<file path="config.mk">
export PLATFORM = sky130hd
export DESIGN_NAME = upfpga_errmon
export DESIGN_NICKNAME = d
export VERILOG_FILES = /design/src/rtl/upfpga_errmon.sv
export SDC_FILE = /design/constraint.sdc
export NUM_CORES = 1
export LEC_CHECK = 0
export CAP_MARGIN = 20
export CORE_MARGIN = 10
export CORE_UTILIZATION = 44
export CTS_CLUSTER_DIAMETER = 120
export DETAILED_ROUTE_END_ITERATION = 12
export GPL_ROUTABILITY_DRIVEN = 1
export GPL_TIMING_DRIVEN = 0
export PLACE_DENSITY_LB_ADDON = 0.08
export SETUP_SLACK_MARGIN = 0.02
export SKIP_CTS_REPAIR_TIMING = 1
export SLEW_MARGIN = 20
export SYNTH_ARGS = -nofsm -noshare
export SYNTH_HDL_FRONTEND = slang
export SYNTH_SLANG_ARGS = --single-unit
</file>
<file path="constraint.sdc">
create_clock -name clk -period 2.2 [get_ports clk]
set_input_delay 0.44 -clock clk [delete_from_list [all_inputs] [get_ports clk]]
set_output_delay 0.44 -clock clk [all_outputs]
set_load 0.005 [all_outputs]
</file>
<file path="src/rtl/upfpga_errmon.sv">
`timescale 1ns/1ps
`default_nettype none
// ============================================================================
// Module   : upfpga_errmon
// Purpose  : Error monitor and CPU bus fabric for a partitioned FPGA.
//            Routes external CPU bus accesses either to one of NPART
//            partitions or to a local register bank. The local bank counts
//            rising edges on NERR error inputs, keeps per-channel stickies,
//            drives error-injection outputs and flags bus timeouts.
// Revision : 1.0 - initial release
// ----------------------------------------------------------------------------
// Ports
//   clk          in   system clock (single domain)
//   rst_         in   asynchronous active-low reset
//   eupa[23:0]   in   CPU address; [23:12] selects partition / local page
//   eupce_       in   CPU chip enable, active low (asynchronous to clk)
//   euprnw       in   1 = read, 0 = write
//   eupdi[31:0]  in   CPU write data
//   eupdo[31:0]  out  CPU read data
//   eupack       out  access acknowledge
//   eupint       out  interrupt (registered)
//   upce_part_   out  per-partition chip enable, active low, combinational
//   updo_part    in   partition read data, part i at [32i+31:32i]
//   upack_part   in   partition acknowledges
//   upint_part   in   partition interrupts
//   error        in   error channels
//   testmode     out  mode register
//   inserr       out  error injection (level OR one-shot pulse)
// ============================================================================
module upfpga_errmon #(
    parameter int          NPART = 3,
    parameter int          NERR  = 16,
    parameter int          CNTW  = 16,
    parameter int          TOUT  = 255,
    parameter logic [11:0] RBASE = 12'hf00
) (
    input  logic                 clk,
    input  logic                 rst_,
    input  logic [23:0]          eupa,
    input  logic                 eupce_,
    input  logic                 euprnw,
    input  logic [31:0]          eupdi,
    output logic [31:0]          eupdo,
    output logic                 eupack,
    output logic                 eupint,
    output logic [NPART-1:0]     upce_part_,
    input  logic [32*NPART-1:0]  updo_part,
    input  logic [NPART-1:0]     upack_part,
    input  logic [NPART-1:0]     upint_part,
    input  logic [NERR-1:0]      error,
    output logic [7:0]           testmode,
    output logic [NERR-1:0]      inserr
);

    // ------------------------------------------------------------------
    // Constants
    // ------------------------------------------------------------------
    localparam int              c_tw       = $clog2(TOUT + 1);
    localparam logic [c_tw-1:0] c_tout     = c_tw'(TOUT);
    localparam logic [c_tw-1:0] c_tone     = c_tw'(1);
    localparam logic [CNTW-1:0] c_cnt_max  = '1;
    localparam logic [CNTW-1:0] c_cnt_one  = CNTW'(1);
    localparam logic [31:0]     c_tout_dat = 32'hDEAD_BEEF;

    localparam logic [7:0] c_off_mode   = 8'h00;
    localparam logic [7:0] c_off_level  = 8'h01;
    localparam logic [7:0] c_off_oneshot = 8'h02;
    localparam logic [7:0] c_off_sticky = 8'h03;
    localparam logic [7:0] c_off_mask   = 8'h04;
    localparam logic [7:0] c_off_status = 8'h05;

    typedef enum logic [2:0] {
        S_IDLE  = 3'd0,
        S_LSTB  = 3'd1,
        S_LACK  = 3'd2,
        S_PWAIT = 3'd3,
        S_TOUT  = 3'd4
    } state_t;

    // ------------------------------------------------------------------
    // Declarations
    // ------------------------------------------------------------------
    state_t            r_state;
    state_t            w_state_nxt;
    logic [c_tw-1:0]   r_timer;
    logic [c_tw-1:0]   w_timer_nxt;

    logic              r_ce_m;
    logic              r_ce_s;
    logic              r_ce_q;
    logic              w_ce_fall;

    logic [11:0]       w_page;
    logic [7:0]        w_off;
    logic              w_local_page;
    logic [4:0]        w_cidx;
    logic              w_cnt_sel;

    logic [31:0]       w_part_do;
    logic              w_part_ack;

    logic              w_lstb;
    logic              w_wr;
    logic              w_rd;
    logic              w_wr_mode;
    logic              w_wr_level;
    logic              w_wr_oneshot;
    logic              w_wr_sticky;
    logic              w_wr_mask;
    logic              w_wr_status;

    logic [7:0]        r_mode;
    logic [NERR-1:0]   r_level;
    logic [NERR-1:0]   r_pulse;
    logic [NERR-1:0]   r_sticky;
    logic [NERR-1:0]   r_mask;
    logic              r_status;
    logic [31:0]       r_rdata;
    logic [31:0]       w_rdata;
    logic              r_int;

    logic              r_armed;
    logic [NERR-1:0]   r_err_q;
    logic [NERR-1:0]   w_edge;
    logic [NERR-1:0]   w_cnt_clr;
    logic [CNTW-1:0]   r_cnt [NERR];

    // Address bits that take no part in decoding; folded here so they are
    // visibly accounted for.
    logic              w_unused;
    assign w_unused = ^{eupa[11:8], eupdi};

    // ------------------------------------------------------------------
    // Address decode
    // ------------------------------------------------------------------
    assign w_page       = eupa[23:12];
    assign w_off        = eupa[7:0];
    assign w_local_page = (w_page == RBASE);
    // Counters live at offsets 0x40..0x5F.
    assign w_cnt_sel    = (w_off[7:5] == 3'b010);
    assign w_cidx       = w_off[4:0];

    generate
        for (genvar i = 0; i < NPART; i++) begin : g_part
            assign upce_part_[i] = ~(~eupce_ & (w_page == 12'(i)));
        end
    endgenerate

    always_comb begin
        w_part_do = '0;
        for (int i = 0; i < NPART; i++) begin
            w_part_do = w_part_do | updo_part[32*i +: 32];
        end
    end
    assign w_part_ack = |upack_part;

    // ------------------------------------------------------------------
    // Chip-enable synchronizer; idles high so reset never looks like a
    // falling edge.
    // ------------------------------------------------------------------
    always_ff @(posedge clk or negedge rst_) begin
        if (!rst_) begin
            r_ce_m <= 1'b1;
            r_ce_s <= 1'b1;
            r_ce_q <= 1'b1;
        end else begin
            r_ce_m <= eupce_;
            r_ce_s <= r_ce_m;
            r_ce_q <= r_ce_s;
        end
    end
    assign w_ce_fall = r_ce_q & ~r_ce_s;

    // ------------------------------------------------------------------
    // Access FSM
    // ------------------------------------------------------------------
    always_ff @(posedge clk or negedge rst_) begin
        if (!rst_) begin
            r_state <= S_IDLE;
            r_timer <= '0;
        end else begin
            r_state <= w_state_nxt;
            r_timer <= w_timer_nxt;
        end
    end

    always_comb begin
        w_state_nxt = r_state;
        w_timer_nxt = r_timer;
        eupack      = 1'b0;
        eupdo       = '0;
        case (r_state)
            S_IDLE: begin
                w_timer_nxt = '0;
                if (w_ce_fall) begin
                    // Anything that is not the local page (partition or
                    // unmapped) waits for a partition ack or the timeout.
                    w_state_nxt = w_local_page ? S_LSTB : S_PWAIT;
                end
            end
            S_LSTB: begin
                w_state_nxt = S_LACK;
            end
            S_LACK: begin
                eupack = 1'b1;
                eupdo  = r_rdata;
                if (r_ce_s) begin
                    w_state_nxt = S_IDLE;
                end
            end
            S_PWAIT: begin
                eupack = w_part_ack;
                eupdo  = w_part_do;
                if (r_ce_s) begin
                    w_state_nxt = S_IDLE;
                end else if (r_timer == c_tout) begin
                    w_state_nxt = S_TOUT;
                end else if (!w_part_ack) begin
                    w_timer_nxt = r_timer + c_tone;
                end
            end
            S_TOUT: begin
                eupack = 1'b1;
                eupdo  = c_tout_dat;
                if (r_ce_s) begin
                    w_state_nxt = S_IDLE;
                end
            end
            default: begin
                w_state_nxt = S_IDLE;
            end
        endcase
    end

    // ------------------------------------------------------------------
    // Local register strobes (active during the single LSTB cycle)
    // ------------------------------------------------------------------
    assign w_lstb       = (r_state == S_LSTB);
    assign w_wr         = w_lstb & ~euprnw;
    assign w_rd         = w_lstb &  euprnw;
    assign w_wr_mode    = w_wr & (w_off == c_off_mode);
    assign w_wr_level   = w_wr & (w_off == c_off_level);
    assign w_wr_oneshot = w_wr & (w_off == c_off_oneshot);
    assign w_wr_sticky  = w_wr & (w_off == c_off_sticky);
    assign w_wr_mask    = w_wr & (w_off == c_off_mask);
    assign w_wr_status  = w_wr & (w_off == c_off_status);

    always_comb begin
        w_cnt_clr = '0;
        for (int i = 0; i < NERR; i++) begin
            w_cnt_clr[i] = w_rd & w_cnt_sel & (w_cidx == 5'(i));
        end
    end

    // Read mux; unmapped offsets and counters beyond NERR return zero.
    always_comb begin
        w_rdata = '0;
        if (w_cnt_sel) begin
            for (int i = 0; i < NERR; i++) begin
                if (w_cidx == 5'(i)) begin
                    w_rdata[CNTW-1:0] = r_cnt[i];
                end
            end
        end else begin
            case (w_off)
                c_off_mode:   w_rdata[7:0]      = r_mode;
                c_off_level:  w_rdata[NERR-1:0] = r_level;
                c_off_sticky: w_rdata[NERR-1:0] = r_sticky;
                c_off_mask:   w_rdata[NERR-1:0] = r_mask;
                c_off_status: w_rdata[0]        = r_status;
                default:      w_rdata           = '0;
            endcase
        end
    end

    // ------------------------------------------------------------------
    // Error edge detection. r_armed holds off the first cycle after reset
    // so an input already high at release is not counted.
    // ------------------------------------------------------------------
    assign w_edge = error & ~r_err_q & {NERR{r_armed}};

    // ------------------------------------------------------------------
    // Registers
    // ------------------------------------------------------------------
    always_ff @(posedge clk or negedge rst_) begin
        if (!rst_) begin
            r_mode   <= '0;
            r_level  <= '0;
            r_pulse  <= '0;
            r_sticky <= '0;
            r_mask   <= '0;
            r_status <= 1'b0;
            r_rdata  <= '0;
            r_int    <= 1'b0;
            r_armed  <= 1'b0;
            r_err_q  <= '0;
        end else begin
            r_armed <= 1'b1;
            r_err_q <= error;

            if (w_wr_mode) begin
                r_mode <= eupdi[7:0];
            end
            if (w_wr_level) begin
                r_level <= eupdi[NERR-1:0];
            end
            if (w_wr_mask) begin
                r_mask <= eupdi[NERR-1:0];
            end
            // One-shot injection lasts exactly the cycle after the write.
            r_pulse <= w_wr_oneshot ? eupdi[NERR-1:0] : '0;

            // A new edge wins over a simultaneous write-one-to-clear.
            r_sticky <= (r_sticky & ~(w_wr_sticky ? eupdi[NERR-1:0] : '0))
                        | w_edge;
            r_status <= (r_status & ~(w_wr_status & eupdi[0]))
                        | (r_state == S_TOUT);

            if (w_lstb) begin
                r_rdata <= w_rd ? w_rdata : '0;
            end

            r_int <= (|upint_part) | (|(r_sticky & r_mask))
                     | (r_status & r_mode[7]);
        end
    end

    // Saturating counters; a read-clear that coincides with an edge leaves
    // the counter at one (the read itself returns the old value).
    always_ff @(posedge clk or negedge rst_) begin
        if (!rst_) begin
            for (int i = 0; i < NERR; i++) begin
                r_cnt[i] <= '0;
            end
        end else begin
            for (int i = 0; i < NERR; i++) begin
                if (w_cnt_clr[i]) begin
                    r_cnt[i] <= w_edge[i] ? c_cnt_one : '0;
                end else if (w_edge[i] && (r_cnt[i] != c_cnt_max)) begin
                    r_cnt[i] <= r_cnt[i] + c_cnt_one;
                end
            end
        end
    end

    // ------------------------------------------------------------------
    // Outputs
    // ------------------------------------------------------------------
    assign eupint   = r_int;
    assign testmode = r_mode;
    assign inserr   = r_level | r_pulse;

endmodule

`default_nettype wire
</file>
==> results of run 1 <==
through the flow:
| step | util | area, sq um | instances | power [uW] |
|---|---|---|---|---|
| 4_1_cts | 0.534 | 26100 | 3331 | 19400 |
| 2_1_floorplan | - | 21600 | 2377 | 10300 |
| 3_3_place_gp | 0.504 | 24600 | 3256 | 12200 |
| 3_5_place_dp | 0.507 | 24700 | 3260 | 12400 |
| 5_1_grt | 0.566 | 27600 | 3386 | 20900 |
| 6_report | 0.566 | 27600 | 3389 | 20000 |
cell families (layout without fill, tap and decap cells):
group,count (synthesis),in the layout
AO/OA/AOI/OAI,481,481
XOR/XNOR,201,201
adder cells (fa/ha/maj),17,17
buffers and inverters,142,487
flip-flops,377,377
multiplexers,72,72
other,1,4
AND/OR/NAND/NOR,1086,1086
state kept, by name, indices dropped and copies added, names as in the netlist:
signal    cells
r_pulse      16
r_status      1
testmode      8
r_sticky     16
r_state       3
r_err_q      16
r_ce_m        1
r_ce_q        1
r_mask       16
r_level      16
r_ce_s        1
r_timer       8
r_armed       1
r_cnt       256
r_rdata      16
eupint        1
path summary, 6_finish.rpt:
kind,start,cells past startpoint,slack (ps),to
setup / recovery,r_state[2]$_DFFE_PN0P_,7,-120,eupdo[28]
hold / removal,error[11],1,300,r_err_q[11]$_DFF_PN0_
setup reg to reg,r_cnt[240]$_DFFE_PN0P_,6,-10,r_rdata[0]$_DFFE_PN0P_
hold reg to reg,r_ce_m$_DFF_PN1_,0,360,r_ce_s$_DFF_PN1_
max in group asynchronous,rst_,4,570,r_cnt[85]$_DFFE_PN0P_
min in group asynchronous,rst_,2,310,r_armed$_DFF_PN0_
cells in the final DEF, fill, tap and decap left out, drive strengths merged, types with 36 or more instances in the layout:
cell,count
inv,36
nand2,211
clkbuf,118
xor2,139
xnor2,62
nand3,99
and3,44
mux2,54
nor3,95
o21ai,116
buf,145
nand4,84
nor2,322
clkdlybuf4s50,151
and2,36
dfrtp,374
a21oi,110
final cells by class:
type | count | area, sq um
Inverter | 35 | 138
Sequential cell | 377 | 9450
Buffer | 102 | 706
Clock buffer | 64 | 1260
Multi-Input combinational cell | 1858 | 12300
Antenna cell | 3 | 7.51
Clock inverter | 7 | 96.3
Fill cell | 4361 | 21200
Timing Repair Buffer | 279 | 2760
Tap cell | 664 | 831
routing by layer:
metal	vias up	track usage	share of wire
met1	10400	0.405	0.43
li1	9279	-	-
met4	2	0.0994	0.033
met3	183	0.0549	0.086
met5	-	0	0.00015
met2	1088	0.447	0.45
where the power goes:
| group | internal (uW) | total, uW | switching [uW] | leakage [uW] |
|---|---|---|---|---|
| registers | 7630 | 8840 | 1210 | 0.00495 |
| clock network | 4060 | 7070 | 3010 | 0.000657 |
| logic | 1880 | 4130 | 2250 | 0.00648 |
| total | 13600 | 20000 | 6470 | 0.0121 |
worst reg2reg max path, delay by kind of cell (launching register included):
kind	cells	cell delay [ps]
compound gates	3	840
flops	1	470
mux	1	490
simple gates	2	270
==> run summary, run 1 <==
Critical Path Most Common Cell: buf_6
CP bufs+invs: 4
commonest cells in the netlist: dfrtp_1 (374), nor2_1 (313), nand2_1 (211)
hpwl dp: 67500 um
Top FF cell, synth: dfrtp_1
max_cap viols: 0
failing checks: setup timing
post-synthesis sequential area ratio: 0.437
Routed Antenna Nets: 0
largest family of logic cells by synthesized area: simple AND/OR/NAND/NOR gates
clock skew: 32.8 ps
family with the most delay on the worst path: buffers and inverters
crit share post-route: 1.06
drt drc: 0
wire length per cell: 26.4 um
Die Y: 242 um
total CTS buffers: 44
DRT Pass-1 Iters: 6
first-pass GRT wire length: 131000 um
Cells after Synth: 2377
critical path's largest stage delay: 400 ps
I/O Buffers: 215
Reg clk slew, reported paths: 60 ps
Worst VDD drop: 0.619 mV
DP Worst Slack: -1540 ps
drt total wl: 89600 um
critical path class: reg -> out
WHS: 303 ps
Worst EP arrival: 1880 ps
Root Buffer: clkbuf_16
crit end category: primary output
Hold WC Path Type: in -> reg
Via density: 6.17
Starting Density: 0.443
initial antenna violation count: 2
number of core rows: 81
Final WS setup: -121 ps
Bufs on Longest Clock Path: 3
vias after detailed routing: 20900
area grow syn2layout: 27.7%
asr flop ratio synth: 1.00
crit path max-delay cell type: dfrtp_1
share of layout cells above drive strength 1: 0.177
Clock Sinks: 377
Slew Viols, Final: 0
compound-cell area share of the yosys netlist: 0.149
Power Density: 727 nW/um^2
Post-Syn Nets: 2572
Die X: 242 um
outcome: complete, but fails checks
total negative slack: -1470 ps
Worst-Margin Slew: 940 ps
vias in the first global route: 19900
CTS tree: yes
Post-synth EDFFs: 0
# nets final: 2892
pin count of the biggest net entering global routing: 97
Max Clk Rate: 431 MHz
grt total ovfl: 0
Simple-Gate Fraction of Synth Area: 0.256
Core ar.: 48700 sq um
final count of hold timing violations: 0
Rel. slew slack: 0.373
Total Routing Usage GR: 0.291
initial drt markers: 2429
xor and xnor area share after synthesis: 0.0815
CTS H-tree depth: 2
synth top area cells: dfrtp_1 (43%), xor2_1 (5.6%), nor2_1 (5.4%), nand2_1 (3.7%), mux2_2 (2.8%)
I/O pin count: 239
Critical Path RT: 1760 ps
Pleak: 0.0121 uW
synth warn: 0
top-area cell type share of the netlist area: 0.433
mux cell area share after synthesis: 0.0371
Syn Std Cell Area: 21600 sq um
final setup vio count: 29
crit path launch type: flop
cell taking the most area after synthesis: dfrtp_1
most common cell in the netlist: dfrtp_1
#FFs+latches synth: 377
crit path max fanout: 10
Synth Area in Adders: 0.00985
crit path time final: 2320 ps
Skew-Pair Late Insertion Delay: 610 ps
synth unique cells: 94
CP Cell Sequence: buf_6 -> nor2_4 -> buf_6 -> nand2_8 -> buf_8 -> o21ai_2 -> buf_2
GP Congestion: 1.01
RSZ-0062 raised after global routing: yes
Die ar.: 58400 sq um
Mean Syn Cell Area: 9.09 sq um
Power figures use the tool's default switching activity.
==> run 2: changes to the inputs <==
SLEW_MARGIN = default   (was 20)
==> run 2 against run 1 <==
Against the previous run:
- first-iteration DRC count is 2.7% lower
- non-clock buffer count up 10
- register-to-register slack is essentially flat
- hold slack better by 11 ps
- the flow still finishes with violations (setup timing)
- flip-flop and latch count is the same
- largest cell class unchanged
- power increased by 4.0%
- highest routed layer unchanged
- clock power up 7.6%
- sequential share of layout area fell by 0.44 points
- count of clock-buffer cells in the layout up 3
- die area unchanged
- largest power group unchanged
==> run summary, run 2 (synthesized netlist as in run 1, its figures left out) <==
outcome: complete, but fails checks
failing checks: setup timing
crit share post-route: 1.07
final count of hold timing violations: 0
first-pass GRT wire length: 132000 um
Most flops, register: r_cnt
Starting Density: 0.443
Final Instance Area: 28000 sq um
Rel. slew slack: 0.345
Die Y: 242 um
Slew Viols, Final: 0
I/O pin count: 239
Die X: 242 um
RSZ-0062 raised after global routing: yes
family with the most delay on the worst path: buffers and inverters
critical path's largest stage delay: 380 ps
max reg flops: 256
crit path time final: 2360 ps
Power Density: 746 nW/um^2
crit path max-delay cell type: dfrtp_1
Bufs on Longest Clock Path: 3
Worst-Margin Slew: 983 ps
Skew-Pair Late Insertion Delay: 600 ps
max_cap viols: 0
I/O Buffers: 215
grt total ovfl: 0
NetSw: 6650 uW
DRT Pass-1 Iters: 6
crit path max fanout: 6
hpwl dp: 67400 um
Comb pwr share: 0.212
Final WS setup: -158 ps
drt total wl: 89600 um
Placed Instances: 3260
Root Buffer: clkbuf_16
Clock Power Share: 0.365
Clock Sinks: 377
Reg clk slew, reported paths: 60 ps
number of core rows: 81
sequential fraction of design power: 0.424
vias after detailed routing: 20900
clock skew: 32.3 ps
pin count of the biggest net entering global routing: 119
final setup vio count: 40
vias in the first global route: 19900
Routed Antenna Nets: 0
share of layout cells above drive strength 1: 0.195
Total Routing Usage GR: 0.292
initial drt markers: 2364
wire length per cell: 26.3 um
CP bufs+invs: 6
drt drc: 0
Hold WC Path Type: in -> reg
Worst VDD drop: 0.594 mV
internal power: 14200 uW
initial antenna violation count: 5
Critical Path RT: 1760 ps
switch share: 0.319
Via density: 6.14
CP Cell Sequence: buf_6 -> buf_6 -> inv_4 -> nor2_4 -> buf_12 -> nand2_8 -> buf_8 -> o21ai_2 -> buf_2
total CTS buffers: 44
critical path class: reg -> out
Max Clk Rate: 424 MHz
leading cell type in the layout, fill and taps excluded: dfrtp_1
CTS tree: yes
crit end category: primary output
area grow syn2layout: 29.4%
crit path launch type: flop
CTS H-tree depth: 2
Die ar.: 58400 sq um
Core ar.: 48700 sq um
Worst EP arrival: 1920 ps
Pleak: 0.0122 uW
# nets final: 2902
Tot Pwr: 20800 uW
DP Area: 24700 sq um
most frequent cells in the layout: dfrtp_1 (359), nor2_1 (289), nand2_1 (198), clkdlybuf4s50_1 (153), xor2_1 (139)
GP Congestion: 1.01
Critical Path Most Common Cell: buf_6
Finished Layout Cells: 3407
## run 2: cell types whose count changed in the layout (fill, tap and decap cells not counted), moves of 8 or more
cell	delta
o21ai_0	-8
o21ai_2	+11
buf_6	+13
clkbuf_4	+9
## run 2: layer usage
layer  global-route usage  wire length (um)  vias up
li1                     -                 -     9301
met1                0.402             39200    10400
met2                0.450             40100      970
met3               0.0629              7360      177
met4               0.0940              2840        6
met5                    0                57        -
## run 2: path summary, 6_finish.rpt
path                                   startpoint                      to  slack (ps)  cells after the start
min in group asynchronous                    rst_       r_armed$_DFF_PN0_         330                      2
max in group asynchronous                    rst_   r_cnt[85]$_DFFE_PN0P_         360                      4
max reg2reg                r_cnt[192]$_DFFE_PN0P_  r_rdata[0]$_DFFE_PN0P_           0                      6
min reg2reg                      r_ce_m$_DFF_PN1_        r_ce_s$_DFF_PN1_         360                      0
min                                      error[2]    r_err_q[2]$_DFF_PN0_         310                      1
max                        r_state[1]$_DFFE_PN0P_               eupdo[28]        -160                      9
## run 2: power groups by stage
stage / Sequential, uW / Clock (uW) / Combinational (uW)
final: 8830 / 7610 / 4410
after global placement: 8840 / 0 / 3390
after detailed placement: 8850 / 0 / 3490
after CTS: 8730 / 7710 / 3520
after floorplan: 8330 / 0 / 1930
after global routing: 8880 / 8000 / 4780
## run 2: cell type report
| type | instances | area [sq um] |
|---|---|---|
| Buffer | 102 | 739 |
| Multi-Input combinational cell | 1858 | 12500 |
| Tap cell | 664 | 831 |
| Timing Repair Buffer | 289 | 2820 |
| Inverter | 35 | 138 |
| Clock inverter | 14 | 164 |
| Clock buffer | 67 | 1330 |
| Antenna cell | 1 | 2.50 |
| Sequential cell | 377 | 9460 |
| Fill cell | 4330 | 20800 |
## run 2: worst register-to-register path, cell delays in order (launching register included)
cell and delay (ps):
dfrtp_2 470, mux4_2 500, nor2_2 170, nor3_1 100, a221oi_2 420, o221ai_2 240, o311a_1 160
## run 2: stage by stage
| step | TNS [ps] | hold WS (ps) | setup WS [ps] | util |
|---|---|---|---|---|
| after global routing | -5410 | 324 | -210 | 0.574 |
| after CTS | -208870 | -252 | -1290 | 0.537 |
| after detailed placement | -376590 | 351 | -1550 | 0.506 |
| after global placement | -6410540 | 350 | -16130 | 0.504 |
| final | -3140 | 314 | -158 | 0.574 |
| after floorplan | 0 | 144 | 93.0 | - |
==> run 3: changes to the inputs <==
CELL_PAD_IN_SITES_DETAIL_PLACEMENT = 0   (was default)
CELL_PAD_IN_SITES_GLOBAL_PLACEMENT = 1   (was default)
PLACE_DENSITY = 0.87   (was default)
PLACE_DENSITY_LB_ADDON = default   (was 0.08)
==> run 3 against run 2 <==
Against the previous run:
- the run still ends with setup timing left
- worst setup slack got worse by 9.9 ps
- critical endpoint is now eupdo[16]
- global-route usage increased by 0.29 points
- cell count decreased by 0.18%
- register-to-register slack improved by 20 ps
- core utilization decreased by 0.37 points
- critical path type unchanged
- via count increased by 1.1%
- hold slack got worse by 5.1 ps
- count of clock-buffer cells in the layout decreased by 6
==> run summary, run 3 (synthesized netlist as in run 1, its figures left out) <==
Starting Density: 0.443
Power Density: 732 nW/um^2
Slew Viols, Final: 0
Final WS setup: -168 ps
area grow syn2layout: 28.6%
vias in the first global route: 19900
CTS tree: yes
Worst-Margin Slew: 1060 ps
final count of hold timing violations: 0
DRT Pass-1 Iters: 7
Core Util, Final: 0.570
pin count of the biggest net entering global routing: 122
Via density: 6.21
Clock Sinks: 377
Root Buffer: clkbuf_16
Die ar.: 58400 sq um
Finished Layout Cells: 3401
initial antenna violation count: 2
Final Instance Area: 27800 sq um
crit share post-route: 1.08
crit path max fanout: 8
initial drt markers: 2400
drt total wl: 90900 um
clock skew: 21.4 ps
crit path launch type: flop
grt met1 use: 0.388
critical path class: reg -> out
GP Congestion: 1.03
I/O Buffers: 215
sequential fraction of design power: 0.431
Placed Instances: 3262
Max Clk Rate: 422 MHz
Hold WC Path Type: in -> reg
internal power: 13800 uW
grt total ovfl: 0
Reg clk slew, reported paths: 60 ps
outcome: complete, but fails checks
Core ar.: 48700 sq um
Pleak: 0.0122 uW
Rel. slew slack: 0.287
max reg flops: 256
drt drc: 0
max_cap viols: 0
Die X: 242 um
# nets final: 2899
most frequent cells in the layout: dfrtp_1 (359), nor2_1 (291), nand2_1 (201), clkdlybuf4s50_1 (153), xor2_1 (139)
I/O pin count: 239
number of core rows: 81
hpwl dp: 69000 um
leading cell type in the layout, fill and taps excluded: dfrtp_1
wire length per cell: 26.7 um
Skew-Pair Late Insertion Delay: 600 ps
Clock Power Share: 0.369
met3 Use GR: 0.0664
Comb pwr share: 0.200
failing checks: setup timing
switch share: 0.320
crit path time final: 2370 ps
met2 GRT Util: 0.459
DP Area: 24700 sq um
total CTS buffers: 42
vias after detailed routing: 21100
Worst EP arrival: 1930 ps
total negative slack: -2730 ps
CTS H-tree depth: 2
final setup vio count: 37
Die Y: 242 um
Total Routing Usage GR: 0.295
share of layout cells above drive strength 1: 0.190
crit end category: primary output
first-pass GRT wire length: 132000 um
NetSw: 6510 uW
busiest grt layer: met2
Routed Antenna Nets: 0
Most flops, register: r_cnt
Bufs on Longest Clock Path: 3
Fillers: 4311
WHS: 309 ps
Critical Path RT: 1760 ps
Worst VDD drop: 0.557 mV
RSZ-0062 raised after global routing: yes
==> run 3: cell types whose count changed in the layout (fill, tap and decap cells not counted), sizes merged <==
cell | before | now
buf | 160 | 147
dlymetal6s2s | 24 | 28
inv | 36 | 39
clkbuf | 120 | 122
clkinvlp | 4 | 2
bufinv | 3 | 4
clkinv | 6 | 5
==> run 3: layout make-up <==
type	count	area [sq um]	share of cell area
clock inverters	15	233	0.00838
diodes	1	2.50	0.0000901
well taps	664	831	0.0299
plain buffers	103	739	0.0266
repair buffers	287	2750	0.0988
clock buffers	61	1220	0.0440
inverters	35	135	0.00486
flip-flops and latches	377	9460	0.340
multi-input cells	1858	12400	0.447
==> run 3: power by group through the flow <==
| stage | clock network [uW] | logic (uW) | registers, uW |
|---|---|---|---|
| final | 7490 | 4070 | 8770 |
| after global routing | 7860 | 4420 | 8830 |
| after CTS | 7560 | 3540 | 8660 |
| after detailed placement | 0 | 3520 | 8780 |
| after global placement | 0 | 3420 | 8750 |
| after floorplan | 0 | 1930 | 8330 |
==> run 3: final timing paths <==
kind	startpoint	end	slack [ps]	depth (start not counted)
min reg2reg	r_ce_m$_DFF_PN1_	r_ce_s$_DFF_PN1_	360	0
min	error[11]	r_err_q[11]$_DFF_PN0_	310	1
max reg2reg	r_state[1]$_DFFE_PN0P_	r_level[12]$_DFFE_PN0P_	20	8
max	r_state[2]$_DFFE_PN0P_	eupdo[16]	-170	7
max in group asynchronous	rst_	r_cnt[98]$_DFFE_PN0P_	390	4
min in group asynchronous	rst_	r_err_q[11]$_DFF_PN0_	370	2
==> run 3: metrics by stage <==
step           worst slack [ps]  power [uW]
2_1_floorplan              93.0       10300
3_3_place_gp             -15790       12200
3_5_place_dp              -1710       12300
4_1_cts                   -1270       19800
5_1_grt                    -219       21100
6_report                   -168       20300
==> run 3: routing by layer <==
| metal | vias up | share of wire |
|---|---|---|
| li1 | 9301 | - |
| met1 | 10500 | 0.41 |
| met2 | 1117 | 0.45 |
| met3 | 241 | 0.098 |
| met4 | 0 | 0.048 |
| met5 | - | 0 |
==> run 3: worst max-delay path, cell delays in order, from the launching register on <==
cell     delay [ps]
dfrtp_1         400
buf_6           150
nor2_4          160
nand2_4         110
buf_8           150
buf_6           110
o21ai_2         120
buf_2           140
